==> config.mk <==
export PLATFORM = sky130hd
export DESIGN_NAME = mc_main_fsm
export DESIGN_NICKNAME = d
export VERILOG_FILES = /design/src/rtl/mc_pkg.sv /design/src/rtl/mc_wait_cnt.sv /design/src/rtl/mc_main_fsm.sv
export SDC_FILE = /design/constraint.sdc
export NUM_CORES = 1
export LEC_CHECK = 0
export BUFFER_PORTS_ARGS = -buffer_cell sky130_fd_sc_hd__buf_2
export CORE_AREA = 2 2 42 44
export CTS_CLUSTER_SIZE = 40
export DETAILED_ROUTE_END_ITERATION = 16
export DIE_AREA = 0 0 44 46
export PLACE_DENSITY = 0.75
export SYNTH_ARGS = -nofsm -noshare
export SYNTH_HDL_FRONTEND = slang
export SYNTH_SLANG_ARGS = --single-unit
==> constraint.sdc <==
create_clock -name clk -period 2.2 [get_ports clk]
set_clock_uncertainty 0.05 [all_clocks]
set_input_delay 0.11 -clock clk [delete_from_list [all_inputs] [get_ports clk]]
set_output_delay 0.11 -clock clk [all_outputs]
set_load 0.005 [all_outputs]
==> src/rtl/mc_pkg.sv <==
// Shared encodings for the multicycle main control FSM.
// The FAULT state exists only when MC_FSM_FAULT_EN is defined.
package mc_pkg;

  typedef enum logic [3:0] {
    S_FETCH  = 4'd0,
    S_DECODE = 4'd1,
    S_MEMADR = 4'd2,
    S_MEMRD  = 4'd3,
    S_MEMWB  = 4'd4,
    S_MEMWR  = 4'd5,
    S_EXECR  = 4'd6,
    S_EXECI  = 4'd7,
    S_ALUWB  = 4'd8,
    S_BRANCH = 4'd9
`ifdef MC_FSM_FAULT_EN
    ,
    S_FAULT  = 4'hF
`endif
  } state_t;

  localparam logic [1:0] OP_DP    = 2'b00;
  localparam logic [1:0] OP_MEM   = 2'b01;
  localparam logic [1:0] OP_BR    = 2'b10;
  localparam logic [1:0] OP_UNDEF = 2'b11;

  localparam logic [1:0] SRCB_REG  = 2'b00;
  localparam logic [1:0] SRCB_IMM  = 2'b01;
  localparam logic [1:0] SRCB_FOUR = 2'b10;

  localparam logic [1:0] RES_ALUOUT = 2'b00;
  localparam logic [1:0] RES_DATA   = 2'b01;
  localparam logic [1:0] RES_ALU    = 2'b10;

  // States that own the memory port and therefore run the wait counter.
  function automatic logic is_wait_state(input state_t s);
    return (s == S_FETCH) || (s == S_MEMRD) || (s == S_MEMWR);
  endfunction

endpackage

==> src/rtl/mc_wait_cnt.sv <==
// Memory wait counter: cleared on load, counts up to MEM_LAT and holds there.
module mc_wait_cnt #(
  parameter int unsigned MEM_LAT = 0
) (
  input  logic clk,
  input  logic reset,
  input  logic load,
  input  logic inc,
  output logic done
);
  import mc_pkg::*;

  localparam logic [3:0] LAT = 4'(MEM_LAT);

  logic [3:0] count;

  assign done = (count == LAT);

  always_ff @(posedge clk) begin
    if (reset || load)
      count <= '0;
    else if (inc && !done)
      count <= count + 4'd1;
  end

endmodule

==> src/rtl/mc_main_fsm.sv <==
// Main control FSM of the multicycle processor (Moore, state + wait-done decode).
// Optional undefined-instruction trap enabled by defining MC_FSM_FAULT_EN.
module mc_main_fsm #(
  parameter int unsigned MEM_LAT = 0
) (
  input  logic       clk,
  input  logic       reset,
  input  logic [1:0] op,
  input  logic [5:0] funct,
  output logic       ir_write,
  output logic       next_pc,
  output logic       adr_src,
  output logic       alu_src_a,
  output logic [1:0] alu_src_b,
  output logic       alu_op,
  output logic [1:0] result_src,
  output logic       reg_w,
  output logic       mem_w,
  output logic       branch,
  output logic [3:0] state,
  output logic       fault
);
  import mc_pkg::*;

  state_t cur_state, nxt_state;
  logic   wait_done;
  logic   unused_funct;

  assign unused_funct = ^funct[4:1];

  // Any state change reloads the counter, which covers every entry to a wait state.
  mc_wait_cnt #(.MEM_LAT(MEM_LAT)) u_wait_cnt (
    .clk   (clk),
    .reset (reset),
    .load  (nxt_state != cur_state),
    .inc   (is_wait_state(cur_state)),
    .done  (wait_done)
  );

  always_ff @(posedge clk) begin
    if (reset)
      cur_state <= S_FETCH;
    else
      cur_state <= nxt_state;
  end

  always_comb begin
    nxt_state = cur_state;
    case (cur_state)
      S_FETCH:  if (wait_done) nxt_state = S_DECODE;
      S_DECODE: begin
        case (op)
          OP_MEM:  nxt_state = S_MEMADR;
          OP_DP:   nxt_state = funct[5] ? S_EXECI : S_EXECR;
          OP_BR:   nxt_state = S_BRANCH;
`ifdef MC_FSM_FAULT_EN
          default: nxt_state = S_FAULT;
`else
          default: nxt_state = S_FETCH;
`endif
        endcase
      end
      S_MEMADR: nxt_state = funct[0] ? S_MEMRD : S_MEMWR;
      S_MEMRD:  if (wait_done) nxt_state = S_MEMWB;
      S_MEMWR:  if (wait_done) nxt_state = S_FETCH;
      S_EXECR,
      S_EXECI:  nxt_state = S_ALUWB;
      S_MEMWB,
      S_ALUWB,
      S_BRANCH: nxt_state = S_FETCH;
`ifdef MC_FSM_FAULT_EN
      S_FAULT:  nxt_state = S_FAULT;
`endif
      default:  nxt_state = S_FETCH;
    endcase
  end

  always_comb begin
    ir_write   = 1'b0;
    next_pc    = 1'b0;
    adr_src    = 1'b0;
    alu_src_a  = 1'b0;
    alu_src_b  = SRCB_REG;
    alu_op     = 1'b0;
    result_src = RES_ALUOUT;
    reg_w      = 1'b0;
    mem_w      = 1'b0;
    branch     = 1'b0;
    case (cur_state)
      S_FETCH: begin
        alu_src_a  = 1'b1;
        alu_src_b  = SRCB_FOUR;
        result_src = RES_ALU;
        ir_write   = wait_done;
        next_pc    = wait_done;
      end
      S_DECODE: begin
        alu_src_a  = 1'b1;
        alu_src_b  = SRCB_FOUR;
        result_src = RES_ALU;
      end
      S_MEMADR: alu_src_b = SRCB_IMM;
      S_MEMRD:  adr_src = 1'b1;
      S_MEMWB: begin
        result_src = RES_DATA;
        reg_w      = 1'b1;
      end
      S_MEMWR: begin
        adr_src = 1'b1;
        mem_w   = wait_done;
      end
      S_EXECR:  alu_op = 1'b1;
      S_EXECI: begin
        alu_op    = 1'b1;
        alu_src_b = SRCB_IMM;
      end
      S_ALUWB:  reg_w = 1'b1;
      S_BRANCH: begin
        alu_src_b  = SRCB_IMM;
        result_src = RES_ALU;
        branch     = 1'b1;
      end
      default: ;
    endcase
  end

  assign state = cur_state;

`ifdef MC_FSM_FAULT_EN
  assign fault = (cur_state == S_FAULT);
`else
  assign fault = 1'b0;
`endif

endmodule
==> results of run 1 <==
registers in the layout, summed over array words and instances, names as in the netlist:
register	count
state	4
u_wait_cnt.count	4
power groups by stage:
stage	combinational [mW]	sequential [mW]	clock, mW
final	0.141	0.179	0.112
after global routing	0.158	0.182	0.125
after CTS	0.141	0.178	0.118
after detailed placement	0.141	0.181	0
after global placement	0.140	0.181	0
after floorplan	0.126	0.161	0
worst max-delay path: stages (launching register included):
cell	delay, ns
dfxtp_1	0.39
inv_1	0.08
ha_1	0.20
nor3b_1	0.17
buf_4	0.17
or3_1	0.39
a31oi_2	0.27
a21boi_1	0.18
final timing paths:
| kind | startpoint | endpoint | slack (ns) |
|---|---|---|---|
| worst max-delay path | u_wait_cnt.count[0]$_SDFFE_PP0P_ | u_wait_cnt.count[1]$_SDFFE_PP0P_ | 0.21 |
| worst min-delay path | reset | state[2]$_SDFF_PP0_ | 0.05 |
| worst max register to register | u_wait_cnt.count[0]$_SDFFE_PP0P_ | u_wait_cnt.count[1]$_SDFFE_PP0P_ | 0.21 |
| worst min register to register | u_wait_cnt.count[1]$_SDFFE_PP0P_ | u_wait_cnt.count[1]$_SDFFE_PP0P_ | 0.43 |
cells by family (layout without fill, tap and decap cells):
group	after synthesis	after routing	synth area share, %
AO/OA/AOI/OAI	21	21	23.1
XOR/XNOR	4	4	4.97
adder cells (fa/ha/maj)	2	2	3.55
buffers and inverters	16	32	12.8
flip-flops	8	8	22.7
multiplexers	1	1	1.42
other	1	1	0.531
AND/OR/NAND/NOR	42	42	31.0
cell type report:
type                       count  area [um^2]
clock buffer                   3         22.5
fill                         157          812
inverter                       6         22.5
multi-input combinational     71          455
sequential                     8          160
tap                           17         21.3
timing repair buffer          23          120
cells in the final DEF (no fill, tap or decap), types with 2 or more instances in the layout:
cell,Yosys,layout
nand2_1,8,8
clkbuf_4,0,3
inv_2,2,2
dfxtp_1,8,8
nor3b_1,3,3
inv_1,4,4
nand3b_1,2,2
nor3_1,6,6
o21ai_1,4,4
o22ai_1,2,2
a31oi_1,2,2
nor2_1,11,11
nand3_1,2,2
ha_1,2,2
buf_2,3,21
xnor2_1,3,3
buf_4,5,2
and2_1,3,3
layer usage:
layer	global-route usage, %	wire [um]
met1	24.9	712
met2	30.9	787
met3	7.54	131
met4	4.85	0
met5	0	0
==> impl_metrics.ini, run 1 <==
[outcome]
status = finished clean

[power_and_ir_drop]
internal_power_mw = 0.282
ir_drop_mv = 0.411
power_density_mw_per_mm2 = 538
power.switching_mw = 0.150
total_power_mw = 0.432
combPwrFrac_pct = 32.7
p_seq_share_pct = 41.5
p_sw_share_pct = 34.7
p_leak_nw = 0.330
clockPowerShare_pct = 25.9

[sta]
finalHoldViolations = 0
period_share_pct = 90.4
fin_setup_tns_ns = 0
worst_pin_slew_ns = 0.582
max_freq_mhz = 503
slew_headroom_pct = 61.2
worst_hold_slack_ns = 0.0517
setup_violations = 0
maxSlewViolCount = 0
fin_ws_ns = 0.211
rsz0062_at_grt = false
period_needed_ns = 1.99

[logic_synthesis]
yosysWarnings = 0
synth_ff_type = dfxtp_1
yosysMostFrequentCell = nor2_1
yosysTopAreaCellShare_pct = 22.7
yosysSeqAreaShare_pct = 22.7
netlist_area_um2 = 706
postSynthNetCount = 107
syn_area_per_cell_um2 = 7.43
ys_ff_latch = 8
synthTopCellsByCount = 11 x nor2_1, 8 x dfxtp_1, 8 x nand2_1
ys_types = 42
syn-instance-count = 95
synth_top_area_cell = dfxtp_1
async_reset_ff_share_pct = 0
synth_area_leaders = dfxtp_1 23%, nor2_1 5.9%, buf_4 5.3%
synth_edf_count = 0

[clocking]
cts_buffer_depth = 2
htreeDepth = 1
cts_tree = built
postCtsHoldBufs = 0
cts.sinks = 8
post-cts-setup-buffer-count = 0
clock_latency_ns = 0.26
clockRootBuffer = clkbuf_4
cts_inserted_buffers = 3
cts_resized = 0
clk_pin_slew_ns = 0.06

[worst_setup_path]
cp.arrival_ns = 2.12
cp_max_fo = 8
worstSetupStartpointType = flip-flop
reg2regPathDepth = 7
cp.required_ns = 2.33
worstSetupEndpointType = flip-flop
setup.worst_path.class = flip-flop to flip-flop

[global_routing]
grt_max_degree = 17
grt_pass1_vias = 647
grt_pass1_wl_um = 2860
antenna_found_initial = 0
overflow = 0
track_usage_pct = 19.5

[final_layout]
fin_nets = 125
design_area_um2 = 802
num_antenna_cells = 0
drive_gt1_share_pct = 28.8
syn_to_final_growth_pct = 13.7
final_cells = 128
final_util_pct = 49.7

[route]
remaining_drc_errors = 0
drt-initial-drc-count = 22
routed_wl_um = 1630
ant_nets = 0
first_pass_iters = 4
via_per_inst = 5.80
wl_per_cell_um = 12.7
vias = 743

[die]
core_mm2 = 0.00161
ioPinCount = 27
fp.dieArea_mm2 = 0.00202
start_util_pct = 43.7
rows = 15
die_h_um = 46
die_w_um = 44

[flow_run]
drv_cap = 0

[placement]
placed_area_um2 = 779
dp.final_hpwl_um = 1240
post-place-ws_ns = 0.238
routabilityCongestion = 0.819
port_buffers = 21
dp_cells = 125

[min_path]
holdPathStages = 2
min_path_type = input port to flip-flop
(Power assumes the default switching activity.)
==> run 2: changes to the inputs <==
--- a/config.mk
+++ b/config.mk
@@ -5,12 +5,13 @@
 export SDC_FILE = /design/constraint.sdc
 export NUM_CORES = 1
 export LEC_CHECK = 0
+export ABC_AREA = 1
 export BUFFER_PORTS_ARGS = -buffer_cell sky130_fd_sc_hd__buf_2
-export CORE_AREA = 2 2 42 44
+export CORE_AREA = 2 2 41 43
 export CTS_CLUSTER_SIZE = 40
 export DETAILED_ROUTE_END_ITERATION = 16
-export DIE_AREA = 0 0 44 46
-export PLACE_DENSITY = 0.75
+export DIE_AREA = 0 0 43 45
+export PLACE_DENSITY = 0.72
 export SYNTH_ARGS = -nofsm -noshare
 export SYNTH_HDL_FRONTEND = slang
 export SYNTH_SLANG_ARGS = --single-unit
==> impl_metrics.ini, run 2 <==
[outcome]
status = finished clean

[worst_setup_path]
worstSetupStartpointType = flip-flop
cp.arrival_ns = 1.40
setup.worst_path.class = flip-flop to output pin
r2r-start = u_wait_cnt.count[0]$_SDFFE_PP0P_
reg2regPathDepth = 7
crit_start = u_wait_cnt.count[0]$_SDFFE_PP0P_
worstSetupEndpointType = output pin
rrSetupSlack_ns = 0.78
cp_max_fo = 8
cp.required_ns = 2.04

[placement]
dp_cells = 128
port_buffers = 21
placed_area_um2 = 718
routabilityCongestion = 0.847
dp.final_hpwl_um = 1020

[clocking]
clock_latency_ns = 0.25
htreeDepth = 1
cts_buffer_depth = 2
cts_inserted_buffers = 3
postCtsHoldBufs = 0
clk_pin_slew_ns = 0.05
cts.sinks = 8
clockRootBuffer = clkbuf_4
cts_resized = 0
cts_tree = built
post-cts-setup-buffer-count = 0

[final_layout]
num_antenna_cells = 0
syn_to_final_growth_pct = 18.2
design_area_um2 = 741
drive_gt1_share_pct = 32.2
final_cells = 131
nFillCells = 173
fin_nets = 129
layout_commonest_cell = buf_2
final_cell_mix = 21 x buf_2, 17 x inv_1, 16 x nand2_1, 12 x nor2_1, 9 x nand3_1

[sta]
max_freq_mhz = 640
maxSlewViolCount = 0
setup_violations = 0
finalHoldViolations = 0
rsz0062_at_grt = false
period_share_pct = 71.0
fin_setup_tns_ns = 0
period_needed_ns = 1.56

[power_and_ir_drop]
p_sw_share_pct = 34.4
ir_drop_mv = 0.287
combPwrFrac_pct = 33.7
p_seq_share_pct = 39.6
power_density_mw_per_mm2 = 564
total_power_mw = 0.417
p_leak_nw = 0.417
clockPowerShare_pct = 26.7
power.switching_mw = 0.144
internal_power_mw = 0.274

[min_path]
holdPathStages = 2
min_path_type = input port to flip-flop
min_from = reset

[route]
vias = 627
ant_nets = 0
first_pass_iters = 4
drt-initial-drc-count = 7
wl_per_cell_um = 9.64
via_per_inst = 4.79
routed_wl_um = 1260
remaining_drc_errors = 0

[logic_synthesis]
synth_ff_type = dfxtp_1
synth_area_leaders = dfxtp_1 26%, inv_1 10%, nand2_1 9.6%
netlist_area_um2 = 627
synth_top_area_cell = dfxtp_1
yosysSeqAreaShare_pct = 25.5
postSynthNetCount = 107
yosysMostFrequentCell = inv_1
yosysWarnings = 0
async_reset_ff_share_pct = 0
synth_edf_count = 0
ys_types = 23
yosysTopAreaCellShare_pct = 25.5
synthTopCellsByCount = 17 x inv_1, 16 x nand2_1, 12 x nor2_1
ys_ff_latch = 8
syn_area_per_cell_um2 = 6.60
syn-instance-count = 95

[global_routing]
grt_use_met3_pct = 3.60
busiest_layer = met2
groute.layer.met2.usage_pct = 23.3
grtUsageMet1_pct = 17.7
track_usage_pct = 14.3
overflow = 0
grt_max_degree = 10
grt_pass1_vias = 529
grt_pass1_wl_um = 2090
antenna_found_initial = 0

[die]
die_w_um = 43
start_util_pct = 42.6
core_mm2 = 0.00147
ioPinCount = 27
fp.dieArea_mm2 = 0.00194
die_h_um = 45
rows = 14

[flow_run]
drv_cap = 0
==> run 2: cell count changes after synthesis, moves of 4 or more <==
| cell | delta |
|---|---|
| nand3_1 | +7 |
| nand2_1 | +8 |
| nor3_1 | -5 |
| o21ai_1 | -4 |
| inv_1 | +13 |
==> run 2: metal layers <==
layer	routed length, um	part of all wire [%]	vias up
met5	0	0	-
met4	12	0.95	0
met3	61	4.8	2
met2	578	46	17
met1	611	48	274
li1	-	-	334
==> run 2: power by group through the flow <==
stage | logic (mW) | clock network, mW | registers [mW]
6_report | 0.141 | 0.111 | 0.165
5_1_grt | 0.160 | 0.120 | 0.168
4_1_cts | 0.143 | 0.118 | 0.165
3_5_place_dp | 0.142 | 0 | 0.168
3_3_place_gp | 0.140 | 0 | 0.168
2_1_floorplan | 0.112 | 0 | 0.164
==> run 2: cells by family (layout without fill, tap and decap cells) <==
kind of cell               count (synthesis)  count (layout)  synth area share, %
and+or+nand+nor                           51              51                 43.3
buffers and inverters                     24              44                 17.4
AOI/OAI and AO/OA                          8               8                 7.78
adders and majority gates                  2               2                 3.99
xor gates and xnor gates                   1               1                 1.40
other                                      1               1                0.598
DFF                                        8               8                 25.5
==> run 2: area by class of cell <==
type	instances	area (um^2)	area share [%]
Multi-Input combinational cell	63	358	48.3
Timing Repair Buffer	21	105	14.2
Clock buffer	3	22.5	3.04
Tap cell	16	20.0	2.70
Sequential cell	8	160	21.6
Inverter	20	75.1	10.1
==> run 2: final timing paths <==
check	end
worst min register to register	u_wait_cnt.count[3]$_SDFFE_PP0P_
worst min-delay path	state[3]$_SDFF_PP0_
worst max register to register	state[2]$_SDFF_PP0_
worst max-delay path	next_pc
==> run 2: per-stage QoR <==
stage          util (%)  hold WS, ns  worst slack [ns]
2_1_floorplan         -        0.129             0.992
5_1_grt            50.3       0.0371             0.516
3_5_place_dp       48.8        0.283             0.820
4_1_cts            50.3       0.0190             0.619
6_report           50.3       0.0342             0.638
3_3_place_gp       48.8        0.280             0.849
==> run 2: worst max-delay path, cell delays in order (launching register included) <==
cell,delay [ns]
dfxtp_1,0.31
inv_1,0.09
ha_1,0.17
nand3_1,0.24
nor2_1,0.20
buf_2,0.13
==> run 3: changes to the inputs <==
--- a/config.mk
+++ b/config.mk
@@ -5,13 +5,13 @@
 export SDC_FILE = /design/constraint.sdc
 export NUM_CORES = 1
 export LEC_CHECK = 0
-export ABC_AREA = 1
+export ABC_AREA = 0
 export BUFFER_PORTS_ARGS = -buffer_cell sky130_fd_sc_hd__buf_2
-export CORE_AREA = 2 2 41 43
+export CORE_AREA = 2 2 44 46
 export CTS_CLUSTER_SIZE = 40
 export DETAILED_ROUTE_END_ITERATION = 16
-export DIE_AREA = 0 0 43 45
-export PLACE_DENSITY = 0.72
+export DIE_AREA = 0 0 46 48
+export PLACE_DENSITY = 0.71
 export SYNTH_ARGS = -nofsm -noshare
 export SYNTH_HDL_FRONTEND = slang
 export SYNTH_SLANG_ARGS = --single-unit
==> constraint.sdc (replaced) <==
create_clock -name clk -period 1.3 [get_ports clk]
set_clock_uncertainty 0.05 [all_clocks]
set_input_delay 0.065 -clock clk [delete_from_list [all_inputs] [get_ports clk]]
set_output_delay 0.065 -clock clk [all_outputs]
set_load 0.005 [all_outputs]
==> impl_metrics.ini, run 3 (synthesis results as in run 1) <==
[power_and_ir_drop]
ir_drop_mv = 0.759
clockPowerShare_pct = 20.1
p_sw_share_pct = 37.0
internal_power_mw = 0.636
power_density_mw_per_mm2 = 752
power.switching_mw = 0.373
p_leak_nw = 0.596
p_seq_share_pct = 28.5
combPwrFrac_pct = 51.4

[worst_setup_path]
setup.worst_path.class = flip-flop to flip-flop
worstSetupPathDepth = 6
worstSetupEndpointType = flip-flop
cpMaxStageDelayCell = dfxtp_4
reg2regPathDepth = 6
cp_max_fo = 6
cp_cell_sequence = buf_4 -> nor2_1 -> a311oi_1 -> o211ai_1 -> a31oi_4 -> a21boi_2
worstSetupStartpointType = flip-flop
cp.arrival_ns = 1.90
cp_slowest_stage_delay_ns = 0.41
cp.required_ns = 1.44
path_delay_family = compound AO/OA/AOI/OAI gates
critical_path_buf_inv_count = 1

[outcome]
failed_checks = negative setup slack
status = finished, violations left

[final_layout]
final_cell_mix = 34 x buf_4, 22 x buf_2, 11 x buf_6, 9 x nor2_1, 5 x nand2_1
final_util_pct = 79.4
num_antenna_cells = 0
design_area_mm2 = 0.00134
drive_gt1_share_pct = 68.4
layout_commonest_cell = buf_4
syn_to_final_growth_pct = 90.1
fin_nets = 169

[placement]
routabilityCongestion = 0.919
placed_area_um2 = 991
port_buffers = 21
dp.final_hpwl_um = 1530

[die]
rows = 15
die_w_um = 46
start_util_pct = 41.8
die_h_um = 48
core_mm2 = 0.00169
fp.dieArea_mm2 = 0.00221
ioPinCount = 27

[route]
ant_nets = 0
first_pass_iters = 4
routed_wl_um = 2860
remaining_drc_errors = 0
wl_per_cell_um = 16.6
via_per_inst = 5.59
vias = 962
drt-initial-drc-count = 58

[clocking]
cts.sinks = 8
clock_latency_ns = 0.26
cts_buffer_depth = 2
cts_inserted_buffers = 3
cts_tree = built
htreeDepth = 1
clockRootBuffer = clkbuf_4
clk_pin_slew_ns = 0.06

[sta]
maxSlewViolCount = 0
setup_violations = 18
period_share_pct = 136
max_freq_mhz = 567
period_needed_ns = 1.77
finalHoldViolations = 0
fin_ws_ns = -0.465
rsz0062_at_grt = true
worst_hold_slack_ns = 0.0111

[global_routing]
overflow = 0
track_usage_pct = 25.2
grt_pass1_wl_um = 3910
antenna_found_initial = 0
grt_pass1_vias = 924
grt_max_degree = 9

[min_path]
min_path_type = input port to flip-flop
holdPathStages = 2

[flow_run]
drv_cap = 0
-- run 3: cell types whose count changed in the layout (fill, tap and decap cells not counted), moves of 4 or more --
| cell | previous run | this run |
|---|---|---|
| buf_4 | 0 | 34 |
| inv_1 | 17 | 1 |
| buf_6 | 0 | 11 |
| nand2_1 | 16 | 5 |
| nand3_1 | 9 | 2 |
| dfxtp_1 | 8 | 2 |
| dfxtp_2 | 0 | 4 |
-- run 3: area by class of cell --
cell class / count / area, um^2
Sequential cell: 8 / 173
Multi-Input combinational cell: 71 / 606
Timing Repair Buffer: 67 / 489
Clock buffer: 3 / 22.5
Fill cell: 98 / 348
Inverter: 6 / 30.0
Tap cell: 17 / 21.3
-- run 3: path summary, 6_finish.rpt --
check	startpoint	endpoint	slack (ns)
min	reset	state[2]$_SDFF_PP0_	0.01
max reg2reg	state[2]$_SDFF_PP0_	u_wait_cnt.count[1]$_SDFFE_PP0P_	-0.47
max	state[2]$_SDFF_PP0_	u_wait_cnt.count[1]$_SDFFE_PP0P_	-0.47
min reg2reg	u_wait_cnt.count[1]$_SDFFE_PP0P_	u_wait_cnt.count[1]$_SDFFE_PP0P_	0.56
-- run 3: worst reg2reg max path: cells and delay by family, from the launching register on --
kind,cells,cell delay [ns]
flip-flops,1,0.41
buffers and inverters,1,0.14
AND/OR/NAND/NOR,1,0.08
AO/OA/AOI/OAI,4,1.01
-- run 3: through the flow --
step                total power [mW]  setup TNS [ns]  instances  setup slack [ns]
floorplan                      0.486           -1.39         95            -0.330
global placement               0.634           -3.17        152            -0.412
detailed placement             0.638           -3.99        152            -0.510
CTS                            0.936           -3.61        170            -0.371
global route                    1.06           -5.31        172            -0.491
finish                          1.01           -4.30        172            -0.465
-- run 3: timing repair --
| item | in CTS | in global routing |
|---|---|---|
| gates cloned | 1 | 0 |
| gates resized for setup | 39 | 17 |
| endpoints found under the setup margin | 20 | 20 |
| endpoints found under the hold margin | 0 | 0 |
| hold buffers | 0 | 0 |
| setup buffers | 14 | 5 |
| pin swaps | 9 | 4 |
-- run 3: routing by layer --
layer  track usage, %  wire length (um)  vias to the layer above  share of wire (%)
met3             6.04               156                       10                5.5
met4             12.6                73                        0                2.6
met5                0                 0                        -                  0
met2             46.7              1440                       49                 50
met1             26.5              1180                      445                 41
li1                 -                 -                      458                  -
-- run 3: power by group through the flow --
stage / Combinational [mW] / Sequential, mW / Clock, mW
final: 0.519 / 0.287 / 0.203
after global routing: 0.547 / 0.289 / 0.219
after CTS: 0.449 / 0.281 / 0.206
after detailed placement: 0.352 / 0.286 / 0
after global placement: 0.348 / 0.285 / 0
after floorplan: 0.213 / 0.273 / 0
